$ cat config.mk
export PLATFORM = sky130hd
export DESIGN_NAME = hdmi_downscaler
export DESIGN_NICKNAME = d
export VERILOG_FILES = /design/src/rtl/hdmi_downscaler.sv
export SDC_FILE = /design/constraint.sdc
export NUM_CORES = 1
export LEC_CHECK = 0
export CAP_MARGIN = 0
export CORE_MARGIN = 2
export CORE_UTILIZATION = 52
export CTS_CLUSTER_DIAMETER = 30
export DETAILED_ROUTE_END_ITERATION = 8
export PLACE_DENSITY = 0.68
export SETUP_SLACK_MARGIN = 0.3
export SYNTH_ARGS = -nofsm -noshare
export SYNTH_HDL_FRONTEND = slang
export SYNTH_SLANG_ARGS = --single-unit
$ cat constraint.sdc
create_clock -name clk_h -period 7.75 [get_ports clk_h]
set_input_delay 1.55 -clock clk_h [delete_from_list [all_inputs] [get_ports clk_h]]
set_output_delay 1.55 -clock clk_h [all_outputs]
set_load 0.01 [all_outputs]
$ cat src/rtl/hdmi_downscaler.sv
// HDMI raster downscaler: decimates visible pixels into SUB_X x SUB_Y blocks and queues them in an output FIFO.
// Define HDMI_DOWNSCALER_AVG_EN for box averaging; without it the top-left pixel of each block is sampled.
module hdmi_downscaler #(
    parameter int OSCREEN_WIDTH  = 72,
    parameter int OSCREEN_HEIGHT = 48,
    parameter int SUB_X          = 2,
    parameter int SUB_Y          = 2,
    parameter int FIFO_DEPTH     = 8
) (
    input  logic        clk_h,
    input  logic        rst_h_n,
    input  logic [9:0]  hx,
    input  logic [9:0]  hy,
    input  logic [23:0] rgb_h,
    output logic [8:0]  dx,
    output logic [8:0]  dy,
    output logic [23:0] rgb_d,
    output logic        d_valid,
    input  logic        d_ready,
    output logic        overflow
);

    localparam int LX  = $clog2(SUB_X);
    localparam int LY  = $clog2(SUB_Y);
    localparam int LXY = LX + LY;
    localparam int AW  = 8 + LXY;
    localparam int OW  = OSCREEN_WIDTH / SUB_X;
    localparam int IW  = (OW > 1) ? $clog2(OW) : 1;
    localparam int PW  = (FIFO_DEPTH > 1) ? $clog2(FIFO_DEPTH) : 1;
    localparam int CW  = PW + 1;
    localparam int FW  = 42;
    localparam logic [9:0] MX = 10'(SUB_X - 1);
    localparam logic [9:0] MY = 10'(SUB_Y - 1);

    if ((OSCREEN_WIDTH % SUB_X) != 0 || (OSCREEN_HEIGHT % SUB_Y) != 0) begin : g_bad_size
        $error("hdmi_downscaler: screen size must be a multiple of the decimation factors");
    end

    logic visible, first_col, first_row, arm_now, take;
    logic armed_reg;

    assign visible   = (hx < 10'(OSCREEN_WIDTH)) && (hy < 10'(OSCREEN_HEIGHT));
    assign first_col = (hx & MX) == 10'd0;
    assign first_row = (hy & MY) == 10'd0;
    // Accumulation only starts at the top-left of a block row, so a reset mid-frame never emits partial blocks.
    assign arm_now   = visible && (hx == 10'd0) && first_row;
    assign take      = visible && (armed_reg || arm_now);

    always_ff @(posedge clk_h) begin
        if (!rst_h_n) begin
            armed_reg <= 1'b0;
        end else if (arm_now) begin
            armed_reg <= 1'b1;
        end
    end

    logic        s1_push_reg;
    logic [8:0]  s1_dx_reg, s1_dy_reg;
    logic [23:0] push_rgb;

    always_ff @(posedge clk_h) begin
        if (!rst_h_n) begin
            s1_dx_reg <= 9'd0;
            s1_dy_reg <= 9'd0;
        end else begin
            s1_dx_reg <= 9'(hx >> LX);
            s1_dy_reg <= 9'(hy >> LY);
        end
    end

`ifdef HDMI_DOWNSCALER_AVG_EN
    logic last_col, last_row;
    logic s1_comb_reg, s1_first_row_reg;

    assign last_col = (hx & MX) == MX;
    assign last_row = (hy & MY) == MY;

    always_ff @(posedge clk_h) begin
        if (!rst_h_n) begin
            s1_comb_reg      <= 1'b0;
            s1_push_reg      <= 1'b0;
            s1_first_row_reg <= 1'b0;
        end else begin
            s1_comb_reg      <= take && last_col;
            s1_push_reg      <= take && last_col && last_row;
            s1_first_row_reg <= first_row;
        end
    end

    for (genvar gi = 0; gi < 3; gi++) begin : g_chan
        logic [7:0]    pix;
        logic [AW-1:0] hsum, total;
        logic [AW-1:0] hacc_reg, s1_sum_reg, lb_rd_reg;
        logic [AW-1:0] lb_mem [2**IW];

        assign pix   = rgb_h[gi*8 +: 8];
        assign hsum  = first_col ? AW'(pix) : hacc_reg + AW'(pix);
        assign total = s1_first_row_reg ? s1_sum_reg : lb_rd_reg + s1_sum_reg;
        assign push_rgb[gi*8 +: 8] = 8'(total >> LXY);

        always_ff @(posedge clk_h) begin
            if (!rst_h_n) begin
                hacc_reg   <= '0;
                s1_sum_reg <= '0;
            end else if (take) begin
                hacc_reg   <= hsum;
                s1_sum_reg <= hsum;
            end
        end

        // Read of entry k is issued one cycle before its write-back, and the next read of k is a line later.
        always_ff @(posedge clk_h) begin
            if (take && last_col) begin
                lb_rd_reg <= lb_mem[IW'(hx >> LX)];
            end
            if (s1_comb_reg) begin
                lb_mem[IW'(s1_dx_reg)] <= total;
            end
        end
    end
`else
    logic [23:0] s1_rgb_reg;

    always_ff @(posedge clk_h) begin
        if (!rst_h_n) begin
            s1_push_reg <= 1'b0;
            s1_rgb_reg  <= 24'd0;
        end else begin
            s1_push_reg <= take && first_col && first_row;
            s1_rgb_reg  <= rgb_h;
        end
    end

    assign push_rgb = s1_rgb_reg;
`endif

    logic [FW-1:0] fifo_mem [FIFO_DEPTH];
    logic [PW-1:0] wr_ptr_reg, rd_ptr_reg;
    logic [CW-1:0] count_reg;
    logic          overflow_reg;
    logic          full, pop, accept;
    logic [FW-1:0] head;

    assign full   = count_reg == CW'(FIFO_DEPTH);
    assign pop    = d_valid && d_ready;
    // A full FIFO still accepts a push when the head leaves in the same cycle.
    assign accept = s1_push_reg && (!full || pop);

    always_ff @(posedge clk_h) begin
        if (accept) begin
            fifo_mem[wr_ptr_reg] <= {s1_dx_reg, s1_dy_reg, push_rgb};
        end
    end

    always_ff @(posedge clk_h) begin
        if (!rst_h_n) begin
            wr_ptr_reg   <= '0;
            rd_ptr_reg   <= '0;
            count_reg    <= '0;
            overflow_reg <= 1'b0;
        end else begin
            if (accept) begin
                wr_ptr_reg <= wr_ptr_reg + PW'(1);
            end
            if (pop) begin
                rd_ptr_reg <= rd_ptr_reg + PW'(1);
            end
            if (accept && !pop) begin
                count_reg <= count_reg + CW'(1);
            end else if (!accept && pop) begin
                count_reg <= count_reg - CW'(1);
            end
            if (s1_push_reg && full && !pop) begin
                overflow_reg <= 1'b1;
            end
        end
    end

    assign head            = fifo_mem[rd_ptr_reg];
    assign d_valid         = count_reg != '0;
    assign overflow        = overflow_reg;
    assign {dx, dy, rgb_d} = d_valid ? head : '0;

endmodule

==> impl_metrics.json, run 1 <==
{
  "clk_path_buf_depth": 3,
  "ctsResizeCount": 0,
  "path_max_fanout": 43,
  "switchingPower_mw": 1.57,
  "syn-instance-count": 713,
  "timing.final.crit_share": 0.684,
  "fin_nets": 914,
  "cts_tree": "done",
  "critPathMaxStageDelay_ns": 0.94,
  "worst-path-buf-inv": 2,
  "r2r_end": "count_reg[3]$_SDFFE_PN0P_",
  "fin_tns_setup_ns": 0,
  "layoutNonFillerInstCount": 1300,
  "yosysWarnings": 0,
  "rows": 61,
  "post-cts-setup-buffer-count": 0,
  "wirelength_mm": 30.0,
  "largest_register_ffs": 336,
  "cp-start-kind": "flop",
  "hold_class": "flop to flop",
  "antennaDiodeCount": 0,
  "die_width_um": 172,
  "rsz0062_at_grt": "false",
  "peakVddDrop_uv": 232,
  "place_inst": 1164,
  "netlist.area_leader.share": 0.687,
  "setup_violations": 0,
  "design.core.area_sq_um": 27800,
  "synthTopCellsByArea": "edfxtp_1, mux4_2, dfxtp_1, mux2i_1, and2_1",
  "slew_violations": 0,
  "leakage_nw": 6.38,
  "switching_share": 0.243,
  "end_kind": "primary output",
  "p_clk_frac": 0.501,
  "drcViolationCount": 0,
  "yosysSeqAreaShare": 0.766,
  "grt_max_degree": 51,
  "maxCapViolCount": 0,
  "grt_util_all_layers": 0.212,
  "ioPinCount": 91,
  "critPathTopFamily": "buffers and inverters",
  "ff2ff_setup_slack_ns": 4.88,
  "initial_core_util": 0.529,
  "antenna_found_initial": 0,
  "syn_nets": 766,
  "crit_chain": "buf_4 -> mux4_2 -> mux2i_1 -> nor2_1 -> clkdlybuf4s50_1",
  "multi_input_area_sq_um": 3240,
  "status": "completed",
  "first_pass_iters": 5,
  "worstSetupPathType": "flop to primary output",
  "cts_root_buf": "clkbuf_16",
  "cellPowerDensity_nw_per_um2": 347,
  "holdPathStages": 2,
  "worstMarginPinSlew_ns": 0.968,
  "cp.required_ns": 6.20,
  "grt_pass1_wl_mm": 45.6,
  "min_period_ns": 5.30,
  "htree_levels": 3,
  "dp_hpwl_mm": 15.5,
  "io_buffer_count": 90,
  "power.total_mw": 6.45,
  "power.share.combinational": 0.125,
  "gp_congestion": 0.727,
  "p_seq_frac": 0.374,
  "die_h_um": 172,
  "fillers": 1801,
  "die_area_sq_um": 29600,
  "cpMaxStageDelayCell": "dfxtp_4",
  "numCtsBuffers": 73,
  "fmax_ghz": 0.189,
  "r2r_cells": 11,
  "wl_per_cell_um": 23.1,
  "clk_pin_slew_ns": 0.05,
  "regArea_sq_um": 11300,
  "area_delta_synth_final_pct": 26.4,
  "numClockSinks": 394,
  "ys_seq_elements": 394,
  "synth.cell_area_sq_um": 14700,
  "hp-start": "armed_reg$_SDFFE_PN0P_",
  "r2r-start": "count_reg[0]$_SDFFE_PN0P_",
  "hold_path_end": "armed_reg$_SDFFE_PN0P_",
  "grt-ovfl-total": 0,
  "drtIter0Drc": 503,
  "finalHoldViolCount": 0,
  "p_int_mw": 4.88,
  "syn_avg_cell_area_sq_um": 20.6,
  "ant_nets": 0,
  "grt_pass1_vias": 7818,
  "timing.slew.headroom": 0.355,
  "vias": 7190,
  "cts_hold_buf": 0,
  "regMostFlops": "fifo_mem",
  "vias_per_cell": 5.53,
  "crit_arrival_ns": 3.75,
  "clock_latency_ns": 0.56,
  "synth_cell_types": 32,
  "clock_skew_ns": 0.0188,
  "drive_gt1_frac": 0.270,
  "yosysTopAreaCell": "edfxtp_1"
}
-- per-stage QoR --
stage / hold slack, ns / worst slack, ns / util / instance area [sq um]
finish: 0.467 / 2.45 / 0.669 / 18600
global route: 0.528 / 2.12 / 0.669 / 18600
CTS: 0.465 / 2.30 / 0.669 / 18600
detailed placement: 0.450 / 2.93 / 0.577 / 16000
global placement: 0.430 / 2.94 / 0.577 / 16000
floorplan: 0.419 / 1.39 / - / 14700
-- how the worst max path moves through the flow --
stage | startpoint | to | slack (ns) | depth (start not counted)
global placement | flop | rgb_d[14] | 2.94 | 5
global route | flop | rgb_d[14] | 2.12 | 5
floorplan | d_ready | fifo_mem[0][0]$_DFFE_PP_ | 1.39 | 3
detailed placement | flop | rgb_d[14] | 2.93 | 5
finish | flop | rgb_d[14] | 2.45 | 5
CTS | flop | rgb_d[14] | 2.30 | 5
-- power groups by stage --
stage / clock network [mW] / registers [mW] / logic, mW
final: 3.23 / 2.41 / 0.810
after global placement: 0 / 2.45 / 0.815
after global routing: 3.38 / 2.42 / 0.872
after CTS: 3.27 / 2.41 / 0.827
after floorplan: 0 / 2.39 / 0.552
after detailed placement: 0 / 2.45 / 0.820
-- cell usage in the layout, fill, tap and decap left out, drive strengths merged --
cell type	synthesis	routed
edfxtp	336	336
inv	5	27
and2	41	41
bufinv	0	8
nand2b	4	4
nor2	59	59
clkinv	0	16
fa	1	1
nor4	3	3
xnor2	2	2
mux2i	44	44
clkinvlp	0	8
ha	5	5
clkbuf	14	82
clkdlybuf4s50	0	89
nor3	6	6
dfxtp	58	58
nand2	9	9
mux4	84	84
o211ai	1	1
nand3	4	4
a21oi	6	6
or3	1	1
a31oi	1	1
a211oi	2	2
buf	20	18
o21ai	3	3
xor2	4	4
-- worst register-to-register path, cell delays in order, from the launching register on --
cell and delay (ns):
dfxtp_1 0.35, or3_4 0.45, nor2_4 0.48, inv_2 0.15, nand2_4 0.12, ha_1 0.16, inv_1 0.09, ha_1 0.33
a21oi_1 0.20, a211oi_1 0.10, a31oi_1 0.18, mux2i_1 0.20
-- cell families after synthesis --
group	count (synthesis)	synth area share
adder cells (fa/ha/maj)	6	0.00562
XOR/XNOR	6	0.00409
buffers and inverters	39	0.0169
multiplexers	128	0.159
flip-flops	394	0.766
AND/OR/NAND/NOR	127	0.0430
AO/OA/AOI/OAI	13	0.00579
-- cells in the mapped netlist (all sizes together) --
library cell	count
a211oi	2
a21oi	6
a31oi	1
and2	41
buf	20
clkbuf	14
dfxtp	58
edfxtp	336
fa	1
ha	5
inv	5
mux2i	44
mux4	84
nand2	9
nand2b	4
nand3	4
nor2	59
nor3	6
nor4	3
o211ai	1
o21ai	3
or3	1
xnor2	2
xor2	4
-- per-layer routing --
layer | GRT usage | routed length (um) | up-vias | share of wire
met5 | 0 | 0 | - | 0
met4 | 0.0716 | 592 | 0 | 0.020
met3 | 0.0433 | 1560 | 55 | 0.052
met2 | 0.365 | 15700 | 210 | 0.52
met1 | 0.273 | 12100 | 3764 | 0.40
li1 | - | - | 3161 | -
-- cell type report --
type                    count  area share
multi-input cells         280       0.174
clock buffers              82       0.104
inverters                   5     0.00101
repair buffers            107      0.0551
well taps                 378      0.0255
flip-flops and latches    394       0.606
clock inverters            54      0.0335
Power figures use the tool's default switching activity.
==> run 2, diff against run 1 <==
PLACE_DENSITY = 0.71   (was 0.68)
clock period = 4.6 ns   (was 7.75 ns; I/O delays follow)
==> run 2 against run 1 <==
  * Core utilization rose by 0.072 points
  * Largest power group unchanged
  * Combinational power rose by 79%
  * Design area rose by 0.11%
  * Via count rose by 0.39%
  * Critical path type unchanged
  * Clock skew fell by 0.0012 ns
  * Highest routed layer unchanged
  * Sequential share of layout area fell by 0.065 points
  * Power rose by 67%
  * Largest cell class unchanged
  * Flip-flop and latch count did not move
  * First-iteration DRC count rose by 8.2%
  * Non-clock buffer count rose by 4
==> impl_metrics.json, run 2 (synthesis results as in run 1) <==
{
  "status": "completed",
  "p_seq_frac": 0.374,
  "antennaDiodeCount": 0,
  "timing.final.crit_share": 0.866,
  "cts_tree": "done",
  "cellPowerDensity_nw_per_um2": 580,
  "ant_nets": 0,
  "place_inst": 1168,
  "fin_tns_setup_ns": 0,
  "drcViolationCount": 0,
  "post-cts-setup-buffer-count": 0,
  "switchingPower_mw": 2.57,
  "ioPinCount": 91,
  "postLayoutCellArea_sq_um": 18600,
  "p_clk_frac": 0.492,
  "fillers": 1781,
  "routed-wl-met3_mm": 1.93,
  "wl_per_cell_um": 22.9,
  "critPathTopFamily": "simple AND/OR/NAND/NOR gates",
  "clock_skew_ns": 0.0176,
  "fmax_ghz": 0.251,
  "whs_ns": 0.466,
  "p_int_mw": 8.21,
  "wirelength_mm": 29.8,
  "peakVddDrop_uv": 335,
  "cp-start-kind": "flop",
  "numClockSinks": 394,
  "cts_root_buf": "clkbuf_16",
  "min_period_ns": 3.98,
  "end_kind": "primary output",
  "fin_nets": 916,
  "maxCapViolCount": 0,
  "clk_path_buf_depth": 3,
  "regMostFlops": "fifo_mem",
  "leakage_nw": 6.37,
  "die_width_um": 172,
  "rsz0062_at_grt": "false",
  "htree_levels": 3,
  "slew_violations": 0,
  "clock_latency_ns": 0.57,
  "finalHoldViolCount": 0,
  "setup_violations": 0,
  "hold_class": "flop to flop",
  "worst-path-buf-inv": 2,
  "drive_gt1_frac": 0.258,
  "place_area_sq_um": 16100,
  "clk_pin_slew_ns": 0.05,
  "switching_share": 0.239,
  "timing.slew.headroom": 0.366,
  "rows": 61,
  "cts_hold_buf": 0,
  "area_delta_synth_final_pct": 26.6,
  "power.share.combinational": 0.134,
  "crit_chain": "or3_4 -> nor2_4 -> buf_4 -> nor2_1 -> clkdlybuf4s50_1",
  "critPathMaxStageDelay_ns": 0.61,
  "antenna_found_initial": 0,
  "grt_util_all_layers": 0.209,
  "route.met2.wl_mm": 15.2,
  "die_area_sq_um": 29600,
  "grt-ovfl-total": 0,
  "power.total_mw": 10.8,
  "mostFrequentLayoutCell": "edfxtp_1",
  "drtIter0Drc": 544,
  "io_buffer_count": 90,
  "grt_max_degree": 46,
  "path_max_fanout": 21,
  "ctsResizeCount": 0,
  "wl_met1_mm": 12.1,
  "grt_pass1_vias": 7860,
  "vias_per_cell": 5.56,
  "numCtsBuffers": 71,
  "die_h_um": 172,
  "largest_register_ffs": 336,
  "worstSetupPathType": "flop to primary output",
  "crit_arrival_ns": 3.06,
  "dp_hpwl_mm": 15.5,
  "initial_core_util": 0.529,
  "first_pass_iters": 5,
  "layoutNonFillerInstCount": 1299,
  "cp.required_ns": 3.68,
  "gp_congestion": 0.745,
  "final_cell_mix": "edfxtp_1, clkdlybuf4s50_1, mux4_2",
  "design.core.area_sq_um": 27800,
  "worstMarginPinSlew_ns": 0.950,
  "top_layer_used": "met4",
  "vias": 7218,
  "cpMaxStageDelayCell": "nor2_4",
  "grt_pass1_wl_mm": 45.1
}
## run 2: changes by cell type in the layout (fill, tap and decap cells not counted), moves of 3 or more
| cell | previous run | this run |
|---|---|---|
| buf_12 | 0 | 3 |
| clkbuf_1 | 4 | 11 |
| clkbuf_16 | 75 | 71 |
| clkinv_1 | 3 | 6 |
| inv_6 | 17 | 1 |
| inv_8 | 3 | 0 |
## run 2: metrics by stage
stage | setup WS (ns) | utilization
floorplan | 0.00172 | -
global placement | 1.18 | 0.580
detailed placement | 1.09 | 0.580
CTS | 0.599 | 0.669
global route | 0.518 | 0.669
finish | 0.618 | 0.669
## run 2: final cells by class
type / instances / area, sq um / share of cell area
Clock buffer: 86 / 1870 / 0.101
Clock inverter: 45 / 619 / 0.0333
Multi-Input combinational cell: 280 / 3260 / 0.175
Tap cell: 378 / 473 / 0.0254
Inverter: 5 / 18.8 / 0.00101
Sequential cell: 394 / 11300 / 0.606
Timing Repair Buffer: 111 / 1090 / 0.0587
## run 2: final timing paths
path / start / to / slack, ns / cells past startpoint
min: armed_reg$_SDFFE_PN0P_ / armed_reg$_SDFFE_PN0P_ / 0.47 / 2
max reg2reg: count_reg[0]$_SDFFE_PN0P_ / count_reg[3]$_SDFFE_PN0P_ / 1.47 / 11
min reg2reg: armed_reg$_SDFFE_PN0P_ / armed_reg$_SDFFE_PN0P_ / 0.47 / 2
max: count_reg[0]$_SDFFE_PN0P_ / rgb_d[5] / 0.62 / 5
## run 2: metal layers
layer | vias to the layer above | global-route usage
met5 | - | 0
met3 | 42 | 0.0501
met4 | 0 | 0.0691
met1 | 3753 | 0.276
li1 | 3155 | -
met2 | 268 | 0.346
## run 2: tightest hold or removal path, delay by kind of cell, from the launching register on
kind / cells / cell delay [ns]
AO/OA/AOI/OAI: 1 / 0.06
AND/OR/NAND/NOR: 1 / 0.05
flip-flops: 1 / 0.32
## run 2: power groups by stage
stage	sequential [mW]	combinational [mW]	clock, mW
finish	4.03	1.45	5.30
global route	4.04	1.56	5.54
CTS	4.04	1.48	5.37
detailed placement	4.10	1.46	0
global placement	4.09	1.44	0
floorplan	4.02	0.930	0
==> run 3, diff against run 2 <==
ABC_CLOCK_PERIOD_IN_PS = 3950   (was unset)
CORE_MARGIN = 3   (was 2)
PLACE_DENSITY = 0.68   (was 0.71)
clock period = 3.95 ns   (was 4.6 ns; I/O delays follow)
==> run 3 against run 2 <==
  * First-iteration DRC count up 5.3%
  * Largest cell class unchanged
  * Critical path type unchanged
  * Hold slack better by 0.011 ns
  * Critical endpoint is now rgb_d[18]
  * Wire length up 3.7%
==> impl_metrics.json, run 3 (synthesis results as in run 1) <==
{
  "status": "completed",
  "grt-ovfl-total": 0,
  "die_h_um": 174,
  "drtIter0Drc": 573,
  "r2r_cells": 12,
  "htree_levels": 3,
  "fin_tns_setup_ns": 0,
  "drive_gt1_frac": 0.270,
  "fillers": 1790,
  "cpMaxStageDelayCell": "mux4_2",
  "antennaDiodeCount": 0,
  "first_pass_iters": 5,
  "final_cell_mix": "edfxtp_1, clkdlybuf4s50_1, mux4_2",
  "grt_busiest_layer": "met2",
  "wirelength_mm": 30.9,
  "largest_register_ffs": 336,
  "gp_congestion": 0.679,
  "crit_chain": "buf_16 -> mux4_2 -> mux2i_1 -> nor2_1 -> clkdlybuf4s50_1",
  "clock_latency_ns": 0.55,
  "place_inst": 1169,
  "fmax_ghz": 0.291,
  "mostFrequentLayoutCell": "edfxtp_1",
  "use_met1": 0.272,
  "cts_root_buf": "clkbuf_16",
  "critPathMaxStageDelay_ns": 0.54,
  "r2r-start": "count_reg[0]$_SDFFE_PN0P_",
  "ioPinCount": 91,
  "clock_skew_ns": 0.0171,
  "worstSetupPathType": "flop to primary output",
  "crit_arrival_ns": 2.65,
  "setup_violations": 0,
  "leakage_nw": 6.43,
  "clk_pin_slew_ns": 0.05,
  "cts_tree": "done",
  "grt_pass1_wl_mm": 47.7,
  "numCtsBuffers": 69,
  "cp.required_ns": 3.16,
  "hold_class": "flop to flop",
  "io_buffer_count": 90,
  "numClockSinks": 394,
  "timing.final.crit_share": 0.871,
  "grt_pass1_vias": 8034,
  "design.core.area_sq_um": 27300,
  "wl_per_cell_um": 23.7,
  "regMostFlops": "fifo_mem",
  "cts_hold_buf": 0,
  "grt_util_all_layers": 0.209,
  "r2r_end": "count_reg[3]$_SDFFE_PN0P_",
  "place_area_sq_um": 16200,
  "crit_path_end": "rgb_d[18]",
  "maxCapViolCount": 0,
  "cellPowerDensity_nw_per_um2": 667,
  "grt_max_degree": 45,
  "die_width_um": 174,
  "initial_core_util": 0.538,
  "vias_per_cell": 5.56,
  "fin_util": 0.682,
  "min_period_ns": 3.44,
  "postLayoutCellArea_sq_um": 18600,
  "cp-start-kind": "flop",
  "worstMarginPinSlew_ns": 0.678,
  "area_delta_synth_final_pct": 26.8,
  "peakVddDrop_uv": 426,
  "finalHoldViolCount": 0,
  "use_met3": 0.0428,
  "drcViolationCount": 0,
  "fin_nets": 931,
  "path_max_fanout": 27,
  "met2_usage": 0.356,
  "ff2ff_setup_slack_ns": 1.08,
  "antenna_found_initial": 1,
  "dp_hpwl_mm": 16.4,
  "clk_path_buf_depth": 3,
  "slew_violations": 0,
  "layoutNonFillerInstCount": 1304,
  "end_kind": "primary output",
  "rows": 60,
  "vias": 7247,
  "timing.slew.headroom": 0.548,
  "ant_nets": 0,
  "rsz0062_at_grt": "false",
  "die_area_sq_um": 30300
}
==> run 3: cell types whose count changed in the layout (fill, tap and decap cells not counted), sizes merged <==
cell      change
buf          +17
clkinv        -8
inv          +10
clkinvlp      -3
clkbuf        -3
bufinv        -2
==> run 3: layer usage <==
layer | part of all wire | vias up
met5 | 0 | -
met4 | 0.017 | 0
met3 | 0.053 | 43
met2 | 0.52 | 217
met1 | 0.41 | 3803
li1 | - | 3184
==> run 3: how the worst min path moves through the flow <==
| stage | from | to | slack, ns | cells past startpoint |
|---|---|---|---|---|
| after floorplan | armed_reg$_SDFFE_PN0P_ | armed_reg$_SDFFE_PN0P_ | 0.42 | 2 |
| after global placement | armed_reg$_SDFFE_PN0P_ | armed_reg$_SDFFE_PN0P_ | 0.43 | 2 |
| after detailed placement | armed_reg$_SDFFE_PN0P_ | armed_reg$_SDFFE_PN0P_ | 0.46 | 2 |
| after CTS | armed_reg$_SDFFE_PN0P_ | armed_reg$_SDFFE_PN0P_ | 0.48 | 2 |
| after global routing | armed_reg$_SDFFE_PN0P_ | armed_reg$_SDFFE_PN0P_ | 0.49 | 2 |
| final | armed_reg$_SDFFE_PN0P_ | armed_reg$_SDFFE_PN0P_ | 0.48 | 2 |
==> run 3: power by group <==
group | internal, mW | switching [mW]
clock network | 3.92 | 2.01
logic | 0.988 | 0.832
registers | 4.56 | 0.106
total | 9.47 | 2.95
==> run 3: through the flow <==
stage          power (mW)  setup slack, ns  hold WS (ns)
2_1_floorplan        5.77           -0.518         0.419
3_3_place_gp         6.49            0.673         0.434
3_5_place_dp         6.53            0.606         0.462
4_1_cts              12.5            0.348         0.476
5_1_grt              12.9            0.370         0.485
6_report             12.4            0.510         0.477
==> run 3: critical path: cells and delay by family (launching register included) <==
| family | cells | cell delay (ns) |
|---|---|---|
| muxes | 2 | 0.76 |
| buffers and inverters | 2 | 0.76 |
| and+or+nand+nor | 1 | 0.08 |
| DFF | 1 | 0.48 |
==> run 3: area by class of cell <==
class | instances | area, sq um | share of cell area
clock inverters | 42 | 507 | 0.0272
clock buffers | 83 | 1860 | 0.0999
repair buffers | 128 | 1260 | 0.0676
multi-input cells | 280 | 3260 | 0.175
flip-flops and latches | 394 | 11300 | 0.605
inverters | 5 | 18.8 | 0.00101
well taps | 372 | 465 | 0.0250
==> run 3: timing repair <==
action                                  in CTS  in global routing
gates resized for setup                      0                  1
setup buffers                                2                  8
endpoints found under the setup margin      10                  1
